File: config.mk
export PLATFORM = sky130hd
export DESIGN_NAME = uart_rx_fifo_flat
export DESIGN_NICKNAME = d
export VERILOG_FILES = /design/src/rtl/uart_rx_fifo_if.sv /design/src/rtl/uart_rx_fifo.sv /design/src/flat_wrapper.sv
export SDC_FILE = /design/constraint.sdc
export NUM_CORES = 1
export LEC_CHECK = 0
export BUFFER_PORTS_ARGS = -buffer_cell sky130_fd_sc_hd__buf_4
export CORE_UTILIZATION = 31
export DETAILED_ROUTE_END_ITERATION = 12
export GPL_TIMING_DRIVEN = 0
export PLACE_DENSITY_LB_ADDON = 0.08
export SETUP_SLACK_MARGIN = 0.02
export SLEW_MARGIN = 20
export SYNTH_ARGS = -nofsm -noshare
export SYNTH_HDL_FRONTEND = slang
export SYNTH_SLANG_ARGS = --single-unit
File: constraint.sdc
create_clock -name clk -period 3.2 [get_ports clk]
set_input_delay 0.64 -clock clk [delete_from_list [all_inputs] [get_ports clk]]
set_output_delay 0.64 -clock clk [all_outputs]
set_load 0.01 [all_outputs]
File: src/rtl/uart_rx_fifo_if.sv
// Byte-receive and pop bus between uart_rx/consumer and uart_rx_fifo.
// master = producer + consumer side, slave = the FIFO.
interface uart_rx_fifo_if #(
  parameter int DEPTH = 16,
  parameter int DW    = 8
);
  localparam int CW = $clog2(DEPTH) + 1;

  logic [DW-1:0] rx_data;
  logic          rx_ready;
  logic          rx_error;
  logic          rd_en;
  logic          clr_flags;
  logic [DW-1:0] rd_data;
  logic          empty;
  logic          full;
  logic [CW-1:0] count;
  logic          overflow;
  logic [7:0]    frame_err_cnt;

  modport master (
    output rx_data, rx_ready, rx_error, rd_en, clr_flags,
    input  rd_data, empty, full, count, overflow, frame_err_cnt
  );

  modport slave (
    input  rx_data, rx_ready, rx_error, rd_en, clr_flags,
    output rd_data, empty, full, count, overflow, frame_err_cnt
  );
endinterface

File: src/rtl/uart_rx_fifo.sv
// FWFT byte FIFO behind uart_rx: a write on each rx_ready rising edge, visible the next cycle.
// No backpressure to uart_rx: a good byte arriving while full (and no pop) is dropped and sets overflow.
module uart_rx_fifo #(
  parameter int DEPTH = 16,
  parameter int DW    = 8
) (
  input  logic          clk,
  input  logic          rst,
  uart_rx_fifo_if.slave bus
);
  localparam int AW = $clog2(DEPTH);
  localparam logic [AW:0] FULL_CNT = (AW+1)'(DEPTH);

  logic [DW-1:0] r_mem [DEPTH];
  logic [AW-1:0] r_wr_ptr;
  logic [AW-1:0] r_rd_ptr;
  logic [AW:0]   r_count;
  logic          r_rdy_q;
  logic          r_overflow;
  logic [7:0]    r_frame_err_cnt;

  logic w_accept;
  logic w_bad;
  logic w_empty;
  logic w_full;
  logic w_pop;
  logic w_push;
  logic w_drop;

  assign w_empty  = (r_count == '0);
  assign w_full   = (r_count == FULL_CNT);
  assign w_accept = bus.rx_ready & ~r_rdy_q;
  assign w_bad    = w_accept & bus.rx_error;
  assign w_pop    = bus.rd_en & ~w_empty;
  // A pop on the same edge frees the slot that a write into a full FIFO needs.
  assign w_push   = w_accept & ~bus.rx_error & (~w_full | w_pop);
  assign w_drop   = w_accept & ~bus.rx_error & w_full & ~w_pop;

  always_ff @(posedge clk) begin
    if (!rst && w_push) begin
      r_mem[r_wr_ptr] <= bus.rx_data;
    end
  end

  always_ff @(posedge clk) begin
    if (rst) begin
      r_wr_ptr <= '0;
      r_rd_ptr <= '0;
      r_count  <= '0;
      r_rdy_q  <= 1'b1;
    end else begin
      r_rdy_q <= bus.rx_ready;
      if (w_push) begin
        r_wr_ptr <= r_wr_ptr + 1'b1;
      end
      if (w_pop) begin
        r_rd_ptr <= r_rd_ptr + 1'b1;
      end
      case ({w_push, w_pop})
        2'b10:   r_count <= r_count + 1'b1;
        2'b01:   r_count <= r_count - 1'b1;
        default: r_count <= r_count;
      endcase
    end
  end

  // Clear takes effect first, so an event on the clearing edge still registers.
  always_ff @(posedge clk) begin
    if (rst) begin
      r_overflow      <= 1'b0;
      r_frame_err_cnt <= '0;
    end else begin
      if (bus.clr_flags) begin
        r_overflow      <= w_drop;
        r_frame_err_cnt <= w_bad ? 8'd1 : 8'd0;
      end else begin
        if (w_drop) begin
          r_overflow <= 1'b1;
        end
        if (w_bad && r_frame_err_cnt != 8'hFF) begin
          r_frame_err_cnt <= r_frame_err_cnt + 8'd1;
        end
      end
    end
  end

  assign bus.rd_data       = r_mem[r_rd_ptr];
  assign bus.empty         = w_empty;
  assign bus.full          = w_full;
  assign bus.count         = r_count;
  assign bus.overflow      = r_overflow;
  assign bus.frame_err_cnt = r_frame_err_cnt;
endmodule
File: src/flat_wrapper.sv
// flat-port wrapper written by rule: the top's interface ports become plain ports
module uart_rx_fifo_flat 
#(
  parameter int DEPTH = 16,
  parameter int DW    = 8
)
  (clk, rst, bus_rx_data, bus_rx_ready, bus_rx_error, bus_rd_en, bus_clr_flags, bus_rd_data, bus_empty, bus_full, bus_count, bus_overflow, bus_frame_err_cnt);
  uart_rx_fifo_if #(.DEPTH(DEPTH), .DW(DW)) bus_i ();
  input  logic clk;
  input  logic rst;
  input wire logic [$bits(bus_i.rx_data)-1:0] bus_rx_data;
  input wire logic [$bits(bus_i.rx_ready)-1:0] bus_rx_ready;
  input wire logic [$bits(bus_i.rx_error)-1:0] bus_rx_error;
  input wire logic [$bits(bus_i.rd_en)-1:0] bus_rd_en;
  input wire logic [$bits(bus_i.clr_flags)-1:0] bus_clr_flags;
  output wire logic [$bits(bus_i.rd_data)-1:0] bus_rd_data;
  output wire logic [$bits(bus_i.empty)-1:0] bus_empty;
  output wire logic [$bits(bus_i.full)-1:0] bus_full;
  output wire logic [$bits(bus_i.count)-1:0] bus_count;
  output wire logic [$bits(bus_i.overflow)-1:0] bus_overflow;
  output wire logic [$bits(bus_i.frame_err_cnt)-1:0] bus_frame_err_cnt;
  assign bus_i.rx_data = bus_rx_data;
  assign bus_i.rx_ready = bus_rx_ready;
  assign bus_i.rx_error = bus_rx_error;
  assign bus_i.rd_en = bus_rd_en;
  assign bus_i.clr_flags = bus_clr_flags;
  assign bus_rd_data = bus_i.rd_data;
  assign bus_empty = bus_i.empty;
  assign bus_full = bus_i.full;
  assign bus_count = bus_i.count;
  assign bus_overflow = bus_i.overflow;
  assign bus_frame_err_cnt = bus_i.frame_err_cnt;
  uart_rx_fifo #(.DEPTH(DEPTH), .DW(DW)) u_core (.clk(clk), .rst(rst), .bus(bus_i));
endmodule
## Word-level counts from Yosys, hierarchy flattened

Memory sizes are Yosys's and may differ from the RTL's. A register that Yosys moved wholly into a read port is not among the register bits.
Cells that the tools add are included.

| word-level totals | value |
|---|---|
| bits in writable memories | 128 |
| logic and storage cells | 46 |
| register bits after elaboration | 23 |
| output and inout port bits | 24 |
| bits of input ports | 14 |
| memories | 1 |

Memories:

| memory | depth | bits a word | read ports | clocked after Yosys merged registers in | write ports | line | source |
|---|---|---|---|---|---|---|---|
| u_core.r_mem | 16 | 8 | 1 | 1 | 1 | uart_rx_fifo.sv:14 | `logic [DW-1:0] r_mem [DEPTH];` |

| cells by class | value |
|---|---|
| bitwise logic cells | 13 |
| equality and inequality tests | 4 |
| multiplexer cells | 10 |
| reductions and logical operators | 7 |
| add/subtract/negate cells | 5 |

Operator list:

| cell | count |
|---|---|
| $mux 8 | 2 |
| $pmux 5 s2 | 1 |
| $add 4x1->4 const B | 2 |
| $add 8x1->8 const B | 1 |
| $mux 4 | 2 |
| $ne 8x8->1 const B | 1 |
| $and 1x1->1 | 7 |
| $reduce_bool 2->1 | 3 |
| $add 5x1->5 const B | 1 |
| $eq 5x5->1 const B | 1 |
| $logic_not 5->1 | 1 |
| $mux 1 | 5 |
| $not 1->1 | 5 |
| $sub 5x1->5 const B | 1 |
| $eq 2x1->1 const B | 1 |
| $eq 2x2->1 const B | 1 |
| $logic_and 1x1->1 | 2 |
| $logic_not 1->1 | 1 |
| $or 1x1->1 | 1 |

## Depth between registers and ports, before layout

Gate-level depths: netlist (run 1).

| logic depth | value |
|---|---|
| depth after elaboration | 8 |
| depth in mapped cells | 10 |
| gate-level depth less buffers | 9 |

## Worst setup path after synthesis (run 1)

Ideal clock, no wire load.

| timing path | value |
|---|---|
| path kind | in2reg |
| start point | input port bus_rx_error |
| end point | memory u_core.r_mem[0][0] (enable) |
| data required time | 2.817 ns |
| path slack | 0.530 ns |
| stages on the path | 5 |
| arrival time | 2.286 ns |
| buffers on the path | 1 |
| setup time | 0.383 ns |
| cells stage by stage | or3b_2 clkbuf_1 a211oi_2 nand2_1 nor3_1 |

| between the ends | value |
|---|---|
| word-level cells in the longest chain between the ends | 6 |

Ends and longest elaborated chain:

| what | line | source |
|---|---|---|
| start, declared | flat_wrapper.sv:13 | `input wire logic [$bits(bus_i.rx_error)-1:0] bus_rx_error;` |
| $not 1->1 | uart_rx_fifo.sv:36 | `assign w_push = w_accept & ~bus.rx_error & (~w_full \| w_pop);` |
| $and 1x1->1 (2 in series) | uart_rx_fifo.sv:36 |  |
| $logic_and 1x1->1 | uart_rx_fifo.sv:40 | `if (!rst && w_push) begin` |
| $mux 1 | uart_rx_fifo.sv:40 |  |
| $mux 1 (not written as such) | uart_rx_fifo.sv:41 | `r_mem[r_wr_ptr] <= bus.rx_data;` |
| end, declared | uart_rx_fifo.sv:14 |  |

No other way between the ends.

==> flow_metrics.tcl, run 1 <==
set metrics [dict create \
    min_to "u_core.r_rdy_q" \
    dpl_cell_area_um2 6959 \
    p_int_mw 3.864 \
    ys_seq_area_share_pct 69.87 \
    areaGrowthSynthToFinish_pct 20.44 \
    yosysWarnings 0 \
    drc_errors 0 \
    die_w_um 144.3 \
    worstPathArrival_ns 2.34 \
    gr-total-overflow 0 \
    synthCells 359 \
    start_util_pct 31.93 \
    worstSetupPathType "flip-flop to primary output" \
    setup_ws_ns 0.2198 \
    r2r-start "u_core.r_rdy_q" \
    place_congestion 0.7466 \
    fin_crit_sh_pct 93.13 \
    via_per_inst 4.806 \
    cp.required_ns 2.56 \
    synth.area.top_cells "edfxtp_1 61%, mux4_2 14%, dfxtp_1 8.6%, nor2_1 1.7%, ha_1 1.4%" \
    htree_levels 4 \
    p_comb_share_pct 20.0 \
    fmax_ghz 0.3355 \
    hold_path_class "primary input to flip-flop" \
    clkTransAtPathRegs_ns 0.07 \
    tns_ns 0 \
    cts_tree "built" \
    reg2regPathDepth 5 \
    mostFrequentLayoutCells "128 x edfxtp_1, 40 x mux4_2, 37 x buf_4" \
    drtAntennaViolNets 0 \
    final_cell_area_um2 7557 \
    drt_iter0_drc 194 \
    final_max_slew_viol_count 0 \
    endpoint_kind "primary output" \
    max_slew_margin_pct 38.37 \
    sw_frac_of_total_pct 27.40 \
    row_count 51 \
    cts_max_path_buffers 2 \
    routed_wl_um 14250 \
    num_vias 3345 \
    cts_hold_buf 0 \
    grt_usage_pct 15.21 \
    yosysTopAreaCellShare_pct 61.26 \
    worstHoldStart "bus_rx_ready" \
    setup_viol 0 \
    layout.nets 439 \
    pwr-share-clk_pct 37.1 \
    status "finished, final reports clean" \
    total_power_mw 5.323 \
    cts.sinks 155 \
    first_pass_iters 4 \
    grt_pass1_vias 3606 \
    leakage_nw 2.432 \
    avgSynthCellArea_um2 17.48 \
    power_frac_seq_pct 42.9 \
    worst_pin_slew_ns 0.9211 \
    dpl.hpwl_um 9529 \
    p_switching_mw 1.459 \
    synth_top_area_cell "edfxtp_1" \
    r2r-end "u_core.r_mem[7][6]" \
    hold_depth 2 \
    die_y_um 144.3 \
    drive_gt1_share_pct 31.79 \
    finish.utilization_pct 38.45 \
    die-area_um2 20810 \
    yosysUniqueCellTypes 45 \
    antenna_cells 0 \
    coreArea_um2 19650 \
    portBuffers 37 \
    peakVddDrop_uv 381.6 \
    final_common_cell "edfxtp_1" \
    cts_root_buf "clkbuf_16" \
    finalHoldViolCount 0 \
    io-pin-count 38 \
    post_cts_buffers 0 \
    power_density_nw_per_um2 704.3 \
    cp_max_fo 10 \
    numCtsBuffers 17 \
    ys_ff_latch 155 \
    grt_pass1_wl_um 21870 \
    cap_violations 0 \
    grt_max_degree 17 \
    antenna_found_initial 0 \
    mappedNetlistArea_um2 6275 \
    worstSkewPairLatency_ns 0.43 \
    start_kind "flip-flop" \
    post-route-min-period_ns 2.980 \
    syn_nets 380 \
    skew_ns 0.01237 \
    wl_per_cell_um 20.47 \
    ff2ff_setup_slack_ns 0.44 \
    detailedPlace.worstSlack_ns -0.01160 \
    rsz0062_at_grt "false" \
]
## sequential cells by signal, summed over array words and instances, names as in the netlist, named ones only
name	cells
u_core.r_mem	128
u_core.r_rdy_q	1
u_core.r_wr_ptr	4
u_core.bus.overflow	1
u_core.bus.count	5
u_core.r_rd_ptr	4
u_core.bus.frame_err_cnt	8
## synth_stat cells, drive strengths merged
library cell	instances
nor2b	2
or3b	1
dfxtp	27
or4	3
a31o	1
nand2	9
a32oi	1
and3	1
mux4	40
o31ai	2
nor2	28
a22o	1
o21ai	6
ha	7
nand3b	1
or2	2
inv	6
xnor2	4
and4	2
a211oi	5
clkbuf	14
mux2	2
o21bai	1
nor3	11
o211ai	3
a21boi	1
a211o	1
a21oi	9
nor4b	3
o22ai	1
nor3b	1
or3	3
edfxtp	128
nand3	9
nor4	3
buf	7
a21o	1
mux2i	6
nand2b	3
xor2	3
## cells by family (layout without fill, tap and decap cells)
group,Yosys count,after routing,synth area share [%]
AO/OA/AOI/OAI,33,33,3.490
XOR/XNOR,7,7,0.9771
adder cells (fa/ha/maj),7,7,1.396
buffers and inverters,27,99,1.715
flip-flops,155,155,69.87
multiplexers,48,48,15.67
AND/OR/NAND/NOR,82,82,6.879
## power by group through the flow
stage | sequential (mW) | combinational, mW | clock (mW)
after floorplan | 2.31 | 0.713 | 0
after global placement | 2.31 | 1.07 | 0
after detailed placement | 2.31 | 1.08 | 0
after CTS | 2.28 | 1.09 | 2.04
after global routing | 2.29 | 1.15 | 2.10
final | 2.28 | 1.07 | 1.98
## worst max-delay path by stage
stage,end,slack (ns),depth (start not counted),start
floorplan,u_core.r_mem[0][0],0.53,5,bus_rx_error
global placement,u_core.r_mem[0][4],-0.70,6,bus_rx_error
detailed placement,u_core.r_mem[6][3],-0.01,6,bus_rx_error
CTS,bus_rd_data[7],0.05,4,flip-flop
global route,bus_rd_data[1],0.13,4,flip-flop
finish,bus_rd_data[1],0.22,4,flip-flop
## final cells by class
type / instances / area (um2)
Timing Repair Buffer: 41 / 322.8
Clock inverter: 15 / 152.6
Clock buffer: 17 / 425.4
Sequential cell: 155 / 4385
Multi-Input combinational cell: 177 / 1813
Fill cell: 1858 / 12100
Inverter: 6 / 22.52
Buffer: 20 / 103.9
Tap cell: 265 / 331.6
## through the flow
stage | hold slack [ns] | cells
6_report | 0.4475 | 696
5_1_grt | 0.4397 | 696
4_1_cts | 0.4192 | 696
3_5_place_dp | 0.4921 | 665
3_3_place_gp | 0.4818 | 661
2_1_floorplan | 0.4902 | 359
## metal layers
metal | global-route usage (%) | up-vias | part of all wire (%)
li1 | - | 1553 | -
met1 | 18.85 | 1721 | 44
met5 | 0 | - | 0
met4 | 5.817 | 0 | 0.98
met3 | 3.444 | 6 | 3.9
met2 | 25.83 | 65 | 51
## worst max-delay path, cell delays in order, from the launching register on
cell and delay [ns]:
dfxtp_1 0.43, clkbuf_2 0.39, mux4_2 0.40, mux4_2 0.52, buf_4 0.17
## repair_timing
action                                  in CTS  in global routing
gates cloned                                 0                  0
resized for setup                            9                  1
endpoints found under the setup margin       8                  1
Note: power is estimated with default switching activity, not from simulation.
==> run 2: changes to the inputs <==
--- a/config.mk
+++ b/config.mk
@@ -6,6 +6,7 @@
 export NUM_CORES = 1
 export LEC_CHECK = 0
 export BUFFER_PORTS_ARGS = -buffer_cell sky130_fd_sc_hd__buf_4
+export CORE_MARGIN = 2
 export CORE_UTILIZATION = 31
 export DETAILED_ROUTE_END_ITERATION = 12
 export GPL_TIMING_DRIVEN = 0
==> run 2 against run 1 <==
Sequential share of layout area is 0.18 points higher. Global-route usage is 1.2 points lower. Non-clock buffer count stayed put. Register-to-register slack worse by 0.08 ns. Worst setup slack worse by 0.059 ns. Clock power is 2% lower. Count of clock-buffer cells in the layout is 1 higher. Clock skew is 0.0057 ns lower. Die area is 2.8% higher. Largest cell class unchanged. Largest power group unchanged.
==> flow_metrics.tcl, run 2 (synthesis results as in run 1) <==
set metrics [dict create \
    hold_path_class "primary input to flip-flop" \
    final_cell_area_um2 7532 \
    place_congestion 0.7522 \
    finalHoldViolCount 0 \
    routed_wl_um 14120 \
    mostFrequentLayoutCells "128 x edfxtp_1, 40 x mux4_2, 40 x buf_4" \
    cp.required_ns 2.56 \
    clkTransAtPathRegs_ns 0.06 \
    die_y_um 146.3 \
    setup_ws_ns 0.1603 \
    setup_viol 0 \
    critical_path.cell_chain "buf_6 > mux4_2 > mux4_2 > buf_4" \
    cts_max_path_buffers 2 \
    die_w_um 146.3 \
    finish.utilization_pct 37.59 \
    worstSkewPairLatency_ns 0.43 \
    largest-register "u_core.r_mem" \
    drt_iter0_drc 204 \
    drc_errors 0 \
    worstSetupPathType "flip-flop to primary output" \
    cap_violations 0 \
    slowest_delay_ns 0.58 \
    die-area_um2 21390 \
    cts.sinks 155 \
    skew_ns 0.006670 \
    hold_ws_ns 0.4469 \
    fmax_ghz 0.3290 \
    antenna_cells 0 \
    via_per_inst 4.837 \
    rsz0062_at_grt "false" \
    endpoint_kind "primary output" \
    grt_pass1_vias 3534 \
    ff2ff_setup_slack_ns 0.36 \
    post_cts_buffers 0 \
    drtAntennaViolNets 0 \
    critPathBufInv 2 \
    layout.nets 439 \
    dpl.hpwl_um 9445 \
    final_max_slew_viol_count 0 \
    num_vias 3386 \
    tns_ns 0 \
    max_slew_margin_pct 30.46 \
    worst_pin_slew_ns 1.039 \
    dpl_cell_area_um2 6944 \
    post-route-min-period_ns 3.040 \
    cpMaxStageDelayCell "mux4_2" \
    fin_cells 700 \
    start_util_pct 31.31 \
    hold_depth 2 \
    worstPathArrival_ns 2.40 \
    numCtsBuffers 17 \
    dp_cells 670 \
    crit_family "multiplexers" \
    leakage_nw 2.404 \
    antenna_found_initial 0 \
    cts_root_buf "clkbuf_16" \
    row_count 52 \
    grt_pass1_wl_um 21740 \
    portBuffers 37 \
    areaGrowthSynthToFinish_pct 20.04 \
    largest_register_ffs 128 \
    grt_max_degree 17 \
    fin_crit_sh_pct 94.99 \
    htree_levels 4 \
    start_kind "flip-flop" \
    status "finished, final reports clean" \
    final_common_cell "edfxtp_1" \
    drive_gt1_share_pct 30.70 \
    cp_num_cells 4 \
    detailedPlace.worstSlack_ns -0.1274 \
    gr-total-overflow 0 \
    first_pass_iters 4 \
    power_density_nw_per_um2 701.7 \
    coreArea_um2 20040 \
    wl_per_cell_um 20.17 \
    reg2regPathDepth 5 \
    cts_tree "built" \
    peakVddDrop_uv 423.3 \
    total_power_mw 5.285 \
    io-pin-count 38 \
    cp_max_fo 10 \
    grt_usage_pct 13.98 \
    cp_common_cell "mux4_2" \
]
==> run 2: path summary, 6_finish.rpt <==
kind	start	end
worst max-delay path	flip-flop	bus_rd_data[0]
worst max register to register	u_core.r_rdy_q	u_core.r_mem[7][5]
worst min-delay path	bus_rx_ready	u_core.r_rdy_q
worst min register to register	u_core.bus.frame_err_cnt[6]	u_core.bus.frame_err_cnt[6]
==> run 2: worst register-to-register path: cells and delay by family, from the launching register on <==
family | cells | cell delay, ns
and+or+nand+nor | 3 | 1.49
AOI/OAI and AO/OA | 1 | 0.39
DFF | 1 | 0.34
buffers and inverters | 1 | 0.24
==> run 2: timing repair <==
item / in CTS / in global routing
hold buffers: 0 / 0
endpoints found under the setup margin: 8 / 0
resized for setup: 9 / 0
==> run 2: final cells by class <==
| type | instances | area, um2 |
|---|---|---|
| buffer | 20 | 103.9 |
| clock buffer | 18 | 429.2 |
| clock inverter | 13 | 135.1 |
| fill | 1961 | 12510 |
| inverter | 6 | 22.52 |
| multi-input combinational | 177 | 1808 |
| sequential | 155 | 4384 |
| tap | 270 | 337.8 |
| timing repair buffer | 41 | 311.5 |
==> run 2: report_power, final <==
part,internal (mW),switching (mW),total [mW]
clock,1.09,0.857,1.94
combinational,0.539,0.526,1.07
sequential,2.22,0.0546,2.28
total,3.85,1.44,5.29
==> run 2: per-layer routing <==
| layer | track usage, % | wire (um) | vias up |
|---|---|---|---|
| li1 | - | - | 1557 |
| met1 | 17.97 | 6380 | 1757 |
| met2 | 23.51 | 7159 | 56 |
| met3 | 3.594 | 403 | 16 |
| met4 | 4.078 | 172 | 0 |
| met5 | 0 | 0 | - |
==> run 3: changes to the inputs <==
--- a/config.mk
+++ b/config.mk
@@ -6,11 +6,11 @@
 export NUM_CORES = 1
 export LEC_CHECK = 0
 export BUFFER_PORTS_ARGS = -buffer_cell sky130_fd_sc_hd__buf_4
-export CORE_MARGIN = 2
+export CORE_MARGIN = 10
 export CORE_UTILIZATION = 31
 export DETAILED_ROUTE_END_ITERATION = 12
 export GPL_TIMING_DRIVEN = 0
-export PLACE_DENSITY_LB_ADDON = 0.08
+export PLACE_DENSITY = 0.5
 export SETUP_SLACK_MARGIN = 0.02
 export SLEW_MARGIN = 20
 export SYNTH_ARGS = -nofsm -noshare
==> constraint.sdc (replaced) <==
create_clock -name clk -period 3.2 [get_ports clk]
set_input_delay 0.32 -clock clk [delete_from_list [all_inputs] [get_ports clk]]
set_output_delay 0.32 -clock clk [all_outputs]
set_load 0.01 [all_outputs]
==> run 3 against run 2 <==
Worst hold slack got worse by 0.31 ns. Fmax increased by 2.2%. Sequential power about the same. Total power up 2.7%. Core utilization increased by 0.71 points. Final area grew 0.25%. Die area up 23%.
==> flow_metrics.tcl, run 3 (synthesis results as in run 1) <==
set metrics [dict create \
    post-route-min-period_ns 2.976 \
    die-area_um2 26330 \
    slowest_delay_ns 0.59 \
    grt_pass1_wl_um 21150 \
    skew_ns 0.01158 \
    cpMaxStageDelayCell "mux4_2" \
    final_max_slew_viol_count 0 \
    leakage_nw 2.422 \
    start_kind "flip-flop" \
    first_pass_iters 4 \
    worstSkewPairLatency_ns 0.42 \
    largest_register_ffs 128 \
    post_cts_buffers 0 \
    antenna_found_initial 0 \
    max_slew_margin_pct 35.23 \
    grt_pass1_vias 3490 \
    worstPathArrival_ns 2.66 \
    fmax_ghz 0.3361 \
    die_w_um 162.3 \
    status "finished, final reports clean" \
    cp.required_ns 2.88 \
    antenna_cells 0 \
    row_count 51 \
    cts_max_path_buffers 2 \
    num_vias 3345 \
    drt_iter0_drc 164 \
    cts_tree "built" \
    nFillCells 1821 \
    peakVddDrop_uv 394.6 \
    start_util_pct 31.82 \
    cts_root_buf "clkbuf_16" \
    portBuffers 37 \
    endpoint_kind "primary output" \
    cp_max_fo 10 \
    drtAntennaViolNets 0 \
    grt_usage_pct 10.73 \
    numCtsBuffers 17 \
    top_layer "met4" \
    wl_per_cell_um 19.47 \
    cts.sinks 155 \
    rsz0062_at_grt "false" \
    place_congestion 0.7641 \
    cap_violations 0 \
    final_common_cell "edfxtp_1" \
    detailedPlace.worstSlack_ns 0.3528 \
    grt_max_degree 17 \
    fin_cells 697 \
    io-pin-count 38 \
    cts_resized 0 \
    routed_wl_um 13570 \
    critical_path.cell_chain "clkbuf_1 > clkbuf_4 > mux4_2 > mux4_2 > buf_4" \
    final_cell_area_um2 7551 \
    largest-register "u_core.r_mem" \
    areaGrowthSynthToFinish_pct 20.34 \
    setup_ws_ns 0.2244 \
    die_y_um 162.3 \
    setup_viol 0 \
    gr-total-overflow 0 \
    dr_wl_met3_um 641 \
    clkTransAtPathRegs_ns 0.06 \
    wl_met2_um 6460 \
    drt-met1-wl_um 6408 \
    cts_hold_buf 0 \
    dp_cells 665 \
    hold_ws_ns 0.1335 \
    htree_levels 4 \
    power_density_nw_per_um2 718.7 \
    hold_path_class "primary input to flip-flop" \
    cp_common_cell "mux4_2" \
    worstSetupPathType "flip-flop to primary output" \
    finalHoldViolCount 0 \
    drc_errors 0 \
    layout.nets 440 \
    via_per_inst 4.799 \
    coreArea_um2 19720 \
    fin_crit_sh_pct 92.99 \
    dpl.hpwl_um 9387 \
    r2r-start "u_core.r_rdy_q" \
    dpl_cell_area_um2 6934 \
    mostFrequentLayoutCells "128 x edfxtp_1, 41 x buf_4, 40 x mux4_2" \
    worst_pin_slew_ns 0.9680 \
    worstHoldStart "bus_rx_ready" \
    drive_gt1_share_pct 29.17 \
]
==> run 3: cell types whose count changed in the layout (fill, tap and decap cells not counted), sizes merged <==
cell      change
buf           -3
bufinv        +2
clkbuf        +3
clkinv        +3
clkinvlp      -3
==> run 3: worst max-delay path, delay by kind of cell (launching register included) <==
family	cells	cell delay [ns]
buffers and inverters	3	0.81
flip-flops	1	0.32
multiplexers	2	1.10
==> run 3: cell type report <==
class	instances	area (um2)	area share, %
Tap cell	265	331.6	4.391
Sequential cell	155	4384	58.06
Inverter	6	22.52	0.2983
Buffer	21	92.59	1.226
Clock inverter	15	183.9	2.436
Multi-Input combinational cell	177	1803	23.88
Timing Repair Buffer	41	307.8	4.076
Clock buffer	17	425.4	5.634
==> run 3: final timing paths <==
check | end | slack [ns] | cells past startpoint
worst max register to register | u_core.r_mem[15][7] | 0.43 | 5
worst max-delay path | bus_rd_data[2] | 0.22 | 5
worst min register to register | u_core.bus.frame_err_cnt[6] | 0.51 | 2
worst min-delay path | u_core.r_rdy_q | 0.13 | 2
==> run 3: through the flow <==
stage / setup TNS, ns / utilization (%) / total power, mW
6_report: 0 / 38.30 / 5.427
5_1_grt: 0 / 38.30 / 5.663
4_1_cts: 0 / 38.26 / 5.487
3_5_place_dp: 0 / 35.17 / 3.409
3_3_place_gp: -3.174 / 34.91 / 3.406
2_1_floorplan: 0 / - / 3.023
==> run 3: power breakdown <==
group	switching [mW]	internal [mW]
Sequential	0.0447	2.22
Clock	0.842	1.24
Combinational	0.548	0.529
Total	1.43	3.99
==> run 3: metal layers <==
| metal | global-route usage (%) | up-vias |
|---|---|---|
| li1 | - | 1558 |
| met1 | 14.06 | 1707 |
| met2 | 16.70 | 76 |
| met3 | 3.564 | 4 |
| met4 | 2.730 | 0 |
| met5 | 0 | - |
